[config.mk]
export PLATFORM = sky130hd
export DESIGN_NAME = pixel_stream_receiver
export DESIGN_NICKNAME = d
export VERILOG_FILES = /design/src/rtl/pixel_stream_receiver_pkg.sv /design/src/rtl/sync_falling_edge.sv /design/src/rtl/pixel_stream_receiver.sv
export SDC_FILE = /design/constraint.sdc
export NUM_CORES = 1
export LEC_CHECK = 0
export CAP_MARGIN = 20
export CORE_MARGIN = 2
export CORE_UTILIZATION = 46
export CTS_CLUSTER_DIAMETER = 40
export DETAILED_ROUTE_END_ITERATION = 10
export GPL_TIMING_DRIVEN = 0
export PLACE_DENSITY = 0.82
export REMOVE_ABC_BUFFERS = 1
export SLEW_MARGIN = 20
export SYNTH_ARGS = -nofsm -noshare
export SYNTH_HDL_FRONTEND = slang
export SYNTH_SLANG_ARGS = --single-unit
[constraint.sdc]
create_clock -name output_clk -period 3.9 [get_ports output_clk]
set_input_delay 0.39 -clock output_clk [delete_from_list [all_inputs] [get_ports output_clk]]
set_output_delay 0.39 -clock output_clk [all_outputs]
set_load 0.01 [all_outputs]
[src/rtl/pixel_stream_receiver_pkg.sv]
// Shared configuration and types for the pixel stream receive path.
// Both the receiver RTL and its bench import these constants and types.
package pixel_stream_receiver_pkg;

   localparam int RX_PIXEL_BITS    = 8;
   localparam int RX_BUS_WIDTH     = 4;
   localparam int RX_ARRAY_WIDTH   = 128;
   localparam int RX_ARRAY_HEIGHT  = 128;
   localparam int RX_SUM_BITS      = 24;
   localparam int RX_BEATS_PER_ROW = RX_ARRAY_WIDTH / RX_BUS_WIDTH;
   localparam int RX_TOTAL_BEATS   = RX_BEATS_PER_ROW * RX_ARRAY_HEIGHT;

   typedef logic [RX_BUS_WIDTH-1:0][RX_PIXEL_BITS-1:0] beat_t;

   typedef enum logic [1:0] {
      IDLE,
      CAPTURE,
      WAIT_END,
      DONE
   } rx_state_t;

   typedef enum logic [1:0] {
      OK      = 2'b00,
      SHORT   = 2'b01,
      OVERRUN = 2'b10
   } rx_err_t;

endpackage

[src/rtl/sync_falling_edge.sv]
// Two-flop synchroniser with a history flop; flags a falling edge of an
// asynchronous level. Flops reset high, so a low input after reset reads as a fall.
module sync_falling_edge (
   input  logic output_clk,
   input  logic reset,
   input  logic i_async,
   output logic o_fall
);

   logic r_meta;
   logic r_sync;
   logic r_prev;

   always_ff @(posedge output_clk) begin
      if (!reset) begin
         r_meta <= 1'b1;
         r_sync <= 1'b1;
         r_prev <= 1'b1;
      end else begin
         r_meta <= i_async;
         r_sync <= r_meta;
         r_prev <= r_sync;
      end
   end

   assign o_fall = r_prev & ~r_sync;

endmodule

[src/rtl/pixel_stream_receiver.sv]
// Receive-side sink for the sensor output bus: writes each beat to a frame
// buffer port, tracks row/column position and reports frame status.
module pixel_stream_receiver
   import pixel_stream_receiver_pkg::*;
#(
   parameter int PIXEL_BITS   = RX_PIXEL_BITS,
   parameter int BUS_WIDTH    = RX_BUS_WIDTH,
   parameter int ARRAY_WIDTH  = RX_ARRAY_WIDTH,
   parameter int ARRAY_HEIGHT = RX_ARRAY_HEIGHT,
   parameter int SUM_BITS     = RX_SUM_BITS
) (
   input  logic                                                output_clk,
   input  logic                                                reset,
   input  logic                                                arm,
   input  logic [BUS_WIDTH*PIXEL_BITS-1:0]                     data_in,
   input  logic                                                data_valid,
   input  logic                                                frame_finished,
   output logic                                                mem_we,
   output logic [$clog2(ARRAY_WIDTH*ARRAY_HEIGHT/BUS_WIDTH)-1:0] mem_addr,
   output logic [BUS_WIDTH*PIXEL_BITS-1:0]                     mem_wdata,
   output logic                                                row_done,
   output logic                                                frame_done,
   output logic [1:0]                                          frame_error,
   output logic [SUM_BITS-1:0]                                 pixel_sum,
   output logic                                                busy
);

   localparam int BPR    = ARRAY_WIDTH / BUS_WIDTH;
   localparam int TOTAL  = BPR * ARRAY_HEIGHT;
   localparam int ADDR_W = $clog2(TOTAL);
   localparam int COL_W  = (BPR > 1) ? $clog2(BPR) : 1;
   localparam int ROW_W  = (ARRAY_HEIGHT > 1) ? $clog2(ARRAY_HEIGHT) : 1;

   rx_state_t r_state;
   rx_state_t w_nextState;
   rx_err_t   r_error;

   logic [COL_W-1:0]                r_col;
   logic [ROW_W-1:0]                r_row;
   logic [ADDR_W-1:0]               r_beat;
   logic [ADDR_W-1:0]               r_memAddr;
   logic [BUS_WIDTH*PIXEL_BITS-1:0] r_memWdata;
   logic [SUM_BITS-1:0]             r_pixelSum;
   logic                            r_memWe;
   logic                            r_rowDone;
   logic                            r_frameDone;

   logic                w_fall;
   logic                w_colWrap;
   logic                w_lastBeat;
   logic                w_start;
   logic                w_accept;
   logic                w_short;
   logic                w_overrun;
   logic                w_donePulse;
   logic [SUM_BITS-1:0] w_beatSum;

   sync_falling_edge u_frameSync (
      .output_clk (output_clk),
      .reset      (reset),
      .i_async    (frame_finished),
      .o_fall     (w_fall)
   );

   assign w_colWrap  = (r_col == COL_W'(BPR - 1));
   assign w_lastBeat = w_colWrap && (r_row == ROW_W'(ARRAY_HEIGHT - 1));

   always_comb begin
      w_beatSum = '0;
      for (int i = 0; i < BUS_WIDTH; i++) begin
         w_beatSum = w_beatSum + SUM_BITS'(data_in[i*PIXEL_BITS +: PIXEL_BITS]);
      end
   end

   always_ff @(posedge output_clk) begin
      if (!reset) begin
         r_state <= IDLE;
      end else begin
         r_state <= w_nextState;
      end
   end

   // A fall that lands on the final beat counts as a clean frame end.
   always_comb begin
      w_nextState = r_state;
      w_start     = 1'b0;
      w_accept    = 1'b0;
      w_short     = 1'b0;
      w_overrun   = 1'b0;
      w_donePulse = 1'b0;
      unique case (r_state)
         IDLE: begin
            if (arm) begin
               w_start     = 1'b1;
               w_nextState = CAPTURE;
            end
         end
         CAPTURE: begin
            w_accept = data_valid;
            if (data_valid && w_lastBeat) begin
               w_nextState = w_fall ? DONE : WAIT_END;
            end else if (w_fall) begin
               w_short     = 1'b1;
               w_nextState = IDLE;
            end
         end
         WAIT_END: begin
            w_overrun = data_valid;
            if (w_fall) begin
               w_nextState = DONE;
            end
         end
         DONE: begin
            w_donePulse = 1'b1;
            w_nextState = IDLE;
         end
         default: w_nextState = IDLE;
      endcase
   end

   always_ff @(posedge output_clk) begin
      if (!reset) begin
         r_col       <= '0;
         r_row       <= '0;
         r_beat      <= '0;
         r_memAddr   <= '0;
         r_memWdata  <= '0;
         r_pixelSum  <= '0;
         r_memWe     <= 1'b0;
         r_rowDone   <= 1'b0;
         r_frameDone <= 1'b0;
         r_error     <= OK;
      end else begin
         r_memWe     <= w_accept;
         r_rowDone   <= w_accept && w_colWrap;
         r_frameDone <= w_short || w_donePulse;
         if (w_start) begin
            r_col      <= '0;
            r_row      <= '0;
            r_beat     <= '0;
            r_pixelSum <= '0;
            r_error    <= OK;
         end
         if (w_accept) begin
            r_memAddr  <= r_beat;
            r_memWdata <= data_in;
            r_pixelSum <= r_pixelSum + w_beatSum;
            r_beat     <= r_beat + 1'b1;
            if (w_colWrap) begin
               r_col <= '0;
               r_row <= r_row + 1'b1;
            end else begin
               r_col <= r_col + 1'b1;
            end
         end
         if (w_short) begin
            r_error <= SHORT;
         end
         if (w_overrun) begin
            r_error <= OVERRUN;
         end
      end
   end

   assign mem_we      = r_memWe;
   assign mem_addr    = r_memAddr;
   assign mem_wdata   = r_memWdata;
   assign row_done    = r_rowDone;
   assign frame_done  = r_frameDone;
   assign frame_error = r_error;
   assign pixel_sum   = r_pixelSum;
   assign busy        = (r_state == CAPTURE) || (r_state == WAIT_END);

endmodule

==> results of run 1 <==
## power by group through the flow
stage,Clock [mW],Sequential [mW],Combinational [mW]
after global placement,0,1.12,0.770
after detailed placement,0,1.13,0.806
after global routing,0.981,1.11,1.05
final,0.922,1.10,0.946
after floorplan,0,1.14,0.526
after CTS,0.945,1.10,0.851
## cell type report
class	count	area, um2	area share [%]
clock buffer	11	232.7	3.320
clock inverter	2	60.06	0.8567
inverter	75	284.0	4.051
multi-input combinational	436	2994	42.71
tap	143	178.9	2.552
timing repair buffer	117	1219	17.38
sequential	102	2042	29.13
## Yosys cell counts (6+ instances only)
library cell  instances  share of area, %
and3_1                7              0.83
o31ai_1               6              0.85
nand2b_1              9               1.1
nor2_1               43               3.1
a22oi_1              12               1.7
nand2_1             118               8.4
a21oi_1              69               6.5
o211ai_1              7               1.0
dfxtp_1             102                39
inv_1                75               5.3
nand4_1               8              0.95
clkbuf_1             25               1.8
ha_1                 24               5.7
fa_1                 23               8.7
o21ai_0              15               1.4
nand3_1              24               2.3
## logic make-up after synthesis
family                     count (synthesis)  share of synthesized area (%)
muxes                                      6                          1.187
adders and majority gates                 47                          14.43
DFF                                      102                          38.73
and+or+nand+nor                          240                          20.95
AOI/OAI and AO/OA                        136                          16.04
buffers and inverters                    104                          7.499
xor gates and xnor gates                   7                          1.163
## per-stage QoR
step | TNS [ns] | worst slack [ns] | cell area (um2) | power (mW)
2_1_floorplan | 0 | 0.1974 | 5159 | 1.665
3_3_place_gp | -10.19 | -0.6812 | 6439 | 1.894
3_5_place_dp | -7.897 | -0.5945 | 6495 | 1.932
4_1_cts | 0 | 0.007804 | 6869 | 2.899
5_1_grt | 0 | 0.004315 | 7010 | 3.139
6_report | 0 | 0.1120 | 7010 | 2.971
## state kept, by name (all words and copies together) (netlist names), named ones only
register	count
frame_done	1
frame_error	2
mem_addr	12
mem_wdata	32
mem_we	1
pixel_sum	24
r_beat	12
r_col	5
r_row	7
r_state	1
row_done	1
u_frameSync.r_meta	1
u_frameSync.r_prev	1
u_frameSync.r_sync	1
## how the worst max path moves through the flow
| stage | slack [ns] | cells after the start | start | end |
|---|---|---|---|---|
| 3_5_place_dp | -0.59 | 14 | data_in[1] | pixel_sum[9] |
| 3_3_place_gp | -0.68 | 5 | reset | pixel_sum[18] |
| 2_1_floorplan | 0.20 | 13 | data_in[1] | pixel_sum[9] |
| 6_report | 0.11 | 15 | data_in[21] | pixel_sum[14] |
| 4_1_cts | 0.008 | 16 | data_in[10] | pixel_sum[14] |
| 5_1_grt | 0.004 | 15 | data_in[6] | pixel_sum[15] |
## layer usage
layer | up-vias | wire (um)
li1 | 2337 | -
met1 | 2248 | 5403
met2 | 136 | 6257
met3 | 26 | 873
met4 | 0 | 286
met5 | - | 0
## worst register-to-register path, cell delays in order, from the launching register on
cell and delay (ns):
dfxtp_1 0.36, inv_1 0.07, fa_1 0.55, inv_2 0.05
ha_4 0.16, fa_2 0.41, a211oi_4 0.31, o21bai_2 0.14
o31ai_4 0.28, xnor2_1 0.15, nand2_1 0.07, a21oi_1 0.16
## layout by cell type, fill, tap and decap left out, types with 3 or more instances in the layout
master           count
a31oi_1              4
inv_2                8
and2_1               3
fa_1                22
clkbuf_16            9
clkdlybuf4s50_1     97
o21ai_0             15
nand2b_1             9
xor2_1               4
and3_1               7
inv_1               66
nor2_1              43
nor3_1               4
buf_4                4
mux2i_1              4
a21oi_1             65
nor3b_1              3
a311oi_1             3
o31ai_1              4
xnor2_1              3
o211ai_1             7
nor2b_1              4
a21oi_2              6
dlymetal6s2s_1      12
nand3_1             23
nand2_1            117
nand4_1              8
ha_4                 5
a22oi_1             12
ha_1                17
dfxtp_1            102
nand3b_1             3
## repair_timing
action	CTS	global route
setup buffers	3	2
endpoints found under the setup margin	16	15
gates resized for setup	13	33
pin swaps	5	17
hold buffers	0	0
==> results.cfg, run 1 <==
[clocking]
htreeDepth = 3
clkTransAtPathRegs_ns = 0.06
cts_tree = yes
clock-sinks = 102
clk_latency_ns = 0.35
root_buffer = clkbuf_16
cts_inserted_buffers = 9
clk_path_buf_depth = 2

[global_route]
met2_usage_pct = 36.16
busiest_layer = met2
grt_use_met3_pct = 6.998
antenna_found_initial = 0
grt_pass1_wl_um = 21710
first_global_vias = 4635
grt_usage_pct = 21.18
grt_remaining_overflow = 0
grt_max_degree = 68
use_met1_pct = 25.64

[critical_path]
cp-end-kind = flip-flop
max_stage_delay_ns = 0.50
crit_family = adder cells
cp_slowest_cell = fa_1
r2r_slack_ns = 1.12
cp.arrival_ns = 4.07
critPathBufInv = 6
path_class = in -> reg
rr_startpoint = pixel_sum[1]
cp_max_fo = 5
crit_chain = clkdlybuf4s50_1 > inv_1 > fa_1 > inv_2 > fa_1 > inv_1 > fa_1 > inv_1 > ha_4 > nand4b_1 > a21oi_2 > nor3_4 > buf_6 > or3_4 > a21oi_2
start_kind = input port
rr_worst_depth = 11
required_ns = 4.18
r2r_end = pixel_sum[9]

[sta]
period_needed_ns = 3.788
slew_headroom_pct = 39.22
maxSlewViolCount = 0
rsz0062_at_grt = false
setup_viol = 0
max_freq_mhz = 264.0
worstMarginPinSlew_ns = 0.9075
hold_violations = 0
post-route-period-util_pct = 97.13
skew_ns = 0.008701
holdWs_ns = 0.3350

[floorplanning]
dieArea_um2 = 12330
core_um2 = 11320
start_util_pct = 46.57
die_y_um = 111.1
die_x_um = 111.1
ios = 111
core.rowCount = 39

[finish]
final_cells = 886
syn2layout_area_growth_pct = 32.96
fill_cells = 997
nets = 825
drive_above_1_share_pct = 8.614
utilization_pct = 61.93
antennaDiodeCount = 0

[run]
cap_violations = 0

[placed_design]
dp_hpwl_um = 9003
dp_cells = 868
port_buffers = 110
place_congestion = 0.8404

[hold_path]
holdCritPathClass = in -> reg
min_from = data_in[1]
hold_depth = 3
holdPathEnd = mem_wdata[1]

[synth]
ys.flop_type = dfxtp_1
yosysSeqAreaShare_pct = 38.73
synth-seq-cells = 102
yosysWarnings = 0
synth_cells = 642
ys_async_sr_fraction_pct = 0
synthDistinctLibCells = 53
avgSynthCellArea_um2 = 8.213
syn_area_um2 = 5273
synth_edf_count = 0

[power]
peakVddDrop_uv = 524.9
p_int_mw = 2.050
powerDensity_nw_per_um2 = 423.9
clkPwrFrac_pct = 31.0
power_leakage_nw = 2.844
p_sw_mw = 0.9213
p_sw_share_pct = 31.01
combPwrFrac_pct = 31.8
power_frac_seq_pct = 37.1

[detailed_routing]
drc = 0
final_antenna_net_count = 0
avgRoutedWirePerCell_um = 14.47
vias_per_cell = 5.358
drt_iter0_drc = 266
drt-pass1-iter-count = 5
via_count = 4747
wirelength_um = 12820

[outcome]
status = finished clean
No activity file was read; power rests on OpenSTA's default activity.
==> run 2, diff against run 1 <==
--- a/config.mk
+++ b/config.mk
@@ -7,11 +7,12 @@
 export LEC_CHECK = 0
 export CAP_MARGIN = 20
 export CORE_MARGIN = 2
-export CORE_UTILIZATION = 46
+export CORE_UTILIZATION = 48
+export CTS_BUF_LIST = sky130_fd_sc_hd__clkbuf_4
 export CTS_CLUSTER_DIAMETER = 40
 export DETAILED_ROUTE_END_ITERATION = 10
 export GPL_TIMING_DRIVEN = 0
-export PLACE_DENSITY = 0.82
+export PLACE_DENSITY = 0.85
 export REMOVE_ABC_BUFFERS = 1
 export SLEW_MARGIN = 20
 export SYNTH_ARGS = -nofsm -noshare
==> results.cfg, run 2 (synthesized netlist as in run 1, its figures left out) <==
[outcome]
status = finished clean

[placed_design]
dp_cells = 865
dpl_cell_area_um2 = 6484
port_buffers = 110
place_congestion = 0.8613
dp_hpwl_um = 9110

[clocking]
clk_latency_ns = 0.46
htreeDepth = 3
clk_path_buf_depth = 2
clock-sinks = 102
cts_tree = yes
cts_inserted_buffers = 9
clkTransAtPathRegs_ns = 0.17
root_buffer = clkbuf_4
hold_buffers = 0

[finish]
syn2layout_area_growth_pct = 27.69
nets = 821
antennaDiodeCount = 0
utilization_pct = 62.38
drive_above_1_share_pct = 6.065
final_cell_mix = nand2_1, clkdlybuf4s50_1, dfxtp_1, inv_1, a21oi_1
fill_cells = 955
final_cells = 882
final_common_cell = nand2_1
fin_area_um2 = 6733
largest_register_ff_count = 32

[critical_path]
cp-end-kind = flip-flop
start_kind = input port
crit_family = adder cells
cp_slowest_cell = fa_1
rr_startpoint = pixel_sum[1]
cp.depth = 15
cp_max_fo = 9
required_ns = 4.31
startpoint = data_in[2]
rr_worst_depth = 11
critPathMostFrequentCell = inv_1
path_class = in -> reg
crit_chain = clkdlybuf4s50_1 > inv_1 > fa_1 > inv_1 > fa_1 > inv_1 > fa_1 > inv_1 > ha_1 > a21oi_1 > nand4b_1 > a21oi_2 > nor3_4 > or3_1 > a21oi_2
cp.arrival_ns = 4.20
r2r_slack_ns = 1.18
critPathBufInv = 5
critPathCapture = pixel_sum[14]
r2r_end = pixel_sum[9]
max_stage_delay_ns = 0.53

[hold_path]
holdCritPathClass = reg -> reg

[global_route]
grt_remaining_overflow = 0
antenna_found_initial = 0
first_global_vias = 4605
grt_max_degree = 68
grt_usage_pct = 21.29
grt_pass1_wl_um = 20250

[sta]
slew_headroom_pct = 43.37
setup_viol = 0
rsz0062_at_grt = true
skew_ns = 0.02473
max_freq_mhz = 263.5
hold_violations = 0
maxSlewViolCount = 0
post-route-period-util_pct = 97.30
period_needed_ns = 3.795
holdWs_ns = 0.4287
worstMarginPinSlew_ns = 0.8455

[detailed_routing]
drt_iter0_drc = 340
drc = 0
final_antenna_net_count = 0
via_count = 4739
avgRoutedWirePerCell_um = 14.28
drt-pass1-iter-count = 5
wirelength_um = 12600
vias_per_cell = 5.373

[power]
powerDensity_nw_per_um2 = 397.2
power_leakage_nw = 2.680
peakVddDrop_uv = 173.7

[floorplanning]
core_um2 = 10790
die_x_um = 108.8
dieArea_um2 = 11840
ios = 111
die_y_um = 108.8
core.rowCount = 38
start_util_pct = 48.85

[run]
cap_violations = 0
## run 2: metal layers
metal | wire length (um) | global-route usage (%)
met1 | 5246 | 25.27
met2 | 6282 | 37.54
met5 | 0 | 0
met3 | 857 | 5.140
met4 | 210 | 7.326
## run 2: cell type report
class                           count  area (um2)  share of cell area (%)
Multi-Input combinational cell    436        2888                   42.89
Sequential cell                   102        2042                   30.33
Timing Repair Buffer              113        1149                   17.06
Inverter                           75       284.0                   4.219
Tap cell                          140       175.2                   2.602
Clock inverter                      7       127.6                   1.896
Clock buffer                        9       67.56                   1.004
## run 2: timing repair
action | 4_1_cts | 5_1_grt
gates resized for setup | 1 | 9
endpoints found under the hold margin | 0 | 0
buffers inserted | 0 | 1
endpoints found under the setup margin | 9 | 11
pin swaps | 0 | 2
## run 2: how the worst min path moves through the flow
stage	from	end	slack [ns]	depth (start not counted)
5_1_grt	data_in[21]	mem_wdata[21]	0.49	3
4_1_cts	u_frameSync.r_meta	u_frameSync.r_sync	0.43	1
2_1_floorplan	u_frameSync.r_meta	u_frameSync.r_sync	0.39	1
3_3_place_gp	u_frameSync.r_meta	u_frameSync.r_sync	0.39	1
6_report	u_frameSync.r_meta	u_frameSync.r_sync	0.43	1
3_5_place_dp	u_frameSync.r_meta	u_frameSync.r_sync	0.40	1
## run 2: worst reg2reg max path: cells and delay by family (launching register included)
family                     cells  cell delay, ns
adders and majority gates      3            1.13
AOI/OAI and AO/OA              4            0.77
DFF                            1            0.40
buffers and inverters          2            0.11
xor gates and xnor gates       1            0.15
and+or+nand+nor                1            0.07
## run 2: power by group
group,switching (mW),internal [mW]
Clock,0.372,0.335
Combinational,0.500,0.362
Sequential,0.0253,1.08
Total,0.898,1.78
## run 2: per-stage QoR
step | setup TNS (ns) | setup WS, ns | power [mW]
after floorplan | 0 | 0.1974 | 1.665
after global placement | -9.787 | -0.6599 | 1.887
after detailed placement | -7.037 | -0.5383 | 1.924
after CTS | 0 | 0.006888 | 2.633
after global routing | -0.1045 | -0.04163 | 2.831
final | 0 | 0.1052 | 2.674
==> run 3, diff against run 2 <==
--- a/config.mk
+++ b/config.mk
@@ -5,6 +5,7 @@
 export SDC_FILE = /design/constraint.sdc
 export NUM_CORES = 1
 export LEC_CHECK = 0
+export ABC_AREA = 1
 export CAP_MARGIN = 20
 export CORE_MARGIN = 2
 export CORE_UTILIZATION = 48
@@ -12,7 +13,7 @@
 export CTS_CLUSTER_DIAMETER = 40
 export DETAILED_ROUTE_END_ITERATION = 10
 export GPL_TIMING_DRIVEN = 0
-export PLACE_DENSITY = 0.85
+export PLACE_DENSITY = 0.84
 export REMOVE_ABC_BUFFERS = 1
 export SLEW_MARGIN = 20
 export SYNTH_ARGS = -nofsm -noshare
==> results.cfg, run 3 <==
[outcome]
status = finished clean

[detailed_routing]
avgRoutedWirePerCell_um = 12.25
via_count = 4904
wirelength_um = 12000
drt_iter0_drc = 229
vias_per_cell = 5.004
drt-pass1-iter-count = 4
drc = 0
final_antenna_net_count = 0

[clocking]
htreeDepth = 3
cts_inserted_buffers = 9
cts_resized = 0
post_cts_buffers = 0
clk_path_buf_depth = 2
cts_tree = yes
clock-sinks = 102
hold_buffers = 0
root_buffer = clkbuf_4
clkTransAtPathRegs_ns = 0.16
clk_latency_ns = 0.47

[hold_path]
min_from = reset
holdCritPathClass = in -> reg

[sta]
post-route-period-util_pct = 91.69
slew_headroom_pct = 40.44
skew_ns = 0.02009
hold_violations = 0
holdWs_ns = 0.4166
fin_tns_setup_ns = 0
max_freq_mhz = 279.6
period_needed_ns = 3.576
worst_slack_ns = 0.3240
worstMarginPinSlew_ns = 0.8935
rsz0062_at_grt = false
setup_viol = 0
maxSlewViolCount = 0

[floorplanning]
core_um2 = 11320
start_util_pct = 48.81
core.rowCount = 39
ios = 111
die_x_um = 111.3
dieArea_um2 = 12390
die_y_um = 111.3

[power]
p_int_mw = 1.925
power_leakage_nw = 2.917
powerDensity_nw_per_um2 = 467.5
combPwrFrac_pct = 42.3
p_sw_share_pct = 39.55
power_frac_seq_pct = 39.1
p_sw_mw = 1.260
power_mw = 3.185
clkPwrFrac_pct = 18.6
peakVddDrop_uv = 367.2

[critical_path]
r2r_slack_ns = 1.19
start_kind = input port
critPathMostFrequentCell = fa_1
crit_family = adder cells
cp-end-kind = flip-flop
startpoint = data_in[1]
crit_chain = clkdlybuf4s50_1 > inv_1 > fa_1 > fa_1 > fa_1 > inv_1 > ha_1 > fa_1 > nand2_1 > nand2_1 > nand3_1 > nand2_1 > a21o_1 > a21boi_0 > nor2_1
cp_slowest_cell = fa_1
critPathBufInv = 3
path_class = in -> reg
cp.arrival_ns = 3.94
required_ns = 4.27
cp_max_fo = 6
max_stage_delay_ns = 0.57

[synth]
synth_top_area_share_pct = 36.96
synth_compound_area_share_pct = 14.90
synth_edf_count = 0
synth.area.mux_share_pct = 0
synth_adder_area_share_pct = 13.77
synth_top_family_by_area = simple AND/OR/NAND/NOR gates
yosysWarnings = 0
synth_cells = 737
netlist.top_cell.by_area = dfxtp_1
ys.flop_type = dfxtp_1
ys_async_sr_fraction_pct = 0
synthXorXnorAreaFrac_pct = 0.1585
yosysSeqAreaShare_pct = 36.96
synth.most_common_cell = nand2_1
synth_simple_gate_area_share_pct = 23.44
synth_common_cells = nand2_1, inv_1, dfxtp_1, nor2_1, a21oi_1
synth-seq-cells = 102
synthDistinctLibCells = 40
avgSynthCellArea_um2 = 7.497
synth_area_leaders = dfxtp_1, nand2_1, fa_1
syn_area_um2 = 5525

[global_route]
grt_pass1_wl_um = 20600
antenna_found_initial = 0
grt_max_degree = 99
grt_usage_pct = 19.87
first_global_vias = 4679
grt_remaining_overflow = 0

[placed_design]
dp_hpwl_um = 8421
port_buffers = 110
place_congestion = 0.8880
pre_cts_slack_ns = -0.1617

[finish]
nets = 916
largest_register_ff_count = 32
syn2layout_area_growth_pct = 23.30
final_common_cell = nand2_1
drive_above_1_share_pct = 5.376
final_cell_mix = nand2_1, inv_1, clkdlybuf4s50_1, dfxtp_1, nor2_1
antennaDiodeCount = 0
fill_cells = 1028

[run]
cap_violations = 0
==> run 3: changes by cell type in the layout (fill, tap and decap cells not counted), moves of 9 or more <==
cell,change
nand2b_1,-9
inv_1,+37
nand2_1,+15
nor2_1,+39
nand3_1,+15
o21ai_0,+43
==> run 3: area by class of cell <==
cell class	instances	area, um2	share of cell area (%)
clock inverter	7	78.83	1.157
clock buffer	9	67.56	0.9917
timing repair buffer	111	1116	16.38
sequential	102	2042	29.97
inverter	117	441.7	6.483
tap	143	178.9	2.626
multi-input combinational	491	2888	42.39
==> run 3: metrics by stage <==
stage | area, um2 | cells | utilization [%]
after global routing | 6813 | 980 | 60.18
after floorplan | 5371 | 710 | -
after CTS | 6813 | 980 | 60.18
after global placement | 6651 | 963 | 58.75
final | 6813 | 980 | 60.18
after detailed placement | 6666 | 964 | 58.89
==> run 3: metal layers <==
layer | wire length [um] | track usage, % | vias up
met4 | 144 | 5.514 | 0
li1 | - | - | 2560
met5 | 0 | 0 | -
met3 | 625 | 3.554 | 13
met1 | 5559 | 25.83 | 2216
met2 | 5672 | 34.02 | 115
==> run 3: cell families (layout without fill, tap and decap cells) <==
logic type / count (synthesis) / count (layout)
buf+inv: 144 / 244
simple gates: 297 / 297
flops: 102 / 102
compound gates: 146 / 146
xor+xnor: 1 / 1
fa+ha+maj: 47 / 47
==> run 3: worst register-to-register path, cell delays in order, from the launching register on <==
cell and delay, ns:
dfxtp_1 0.37, inv_1 0.15, ha_1 0.30, nand2_4 0.29, inv_4 0.79, nor2_2 0.18
inv_2 0.24, nand2_1 0.07, a21boi_1 0.13, nor2_1 0.13
==> run 3: worst paths after layout <==
| path | end | cells past startpoint |
|---|---|---|
| setup / recovery | pixel_sum[11] | 15 |
| hold / removal | pixel_sum[19] | 3 |
| setup reg to reg | pixel_sum[16] | 9 |
| hold reg to reg | u_frameSync.r_sync | 1 |
==> run 3: power groups by stage <==
stage	Clock (mW)	Sequential, mW	Combinational [mW]
detailed placement	0	1.27	1.35
global route	0.645	1.27	1.54
global placement	0	1.27	1.33
finish	0.591	1.25	1.35
floorplan	0	1.32	0.793
CTS	0.609	1.25	1.36
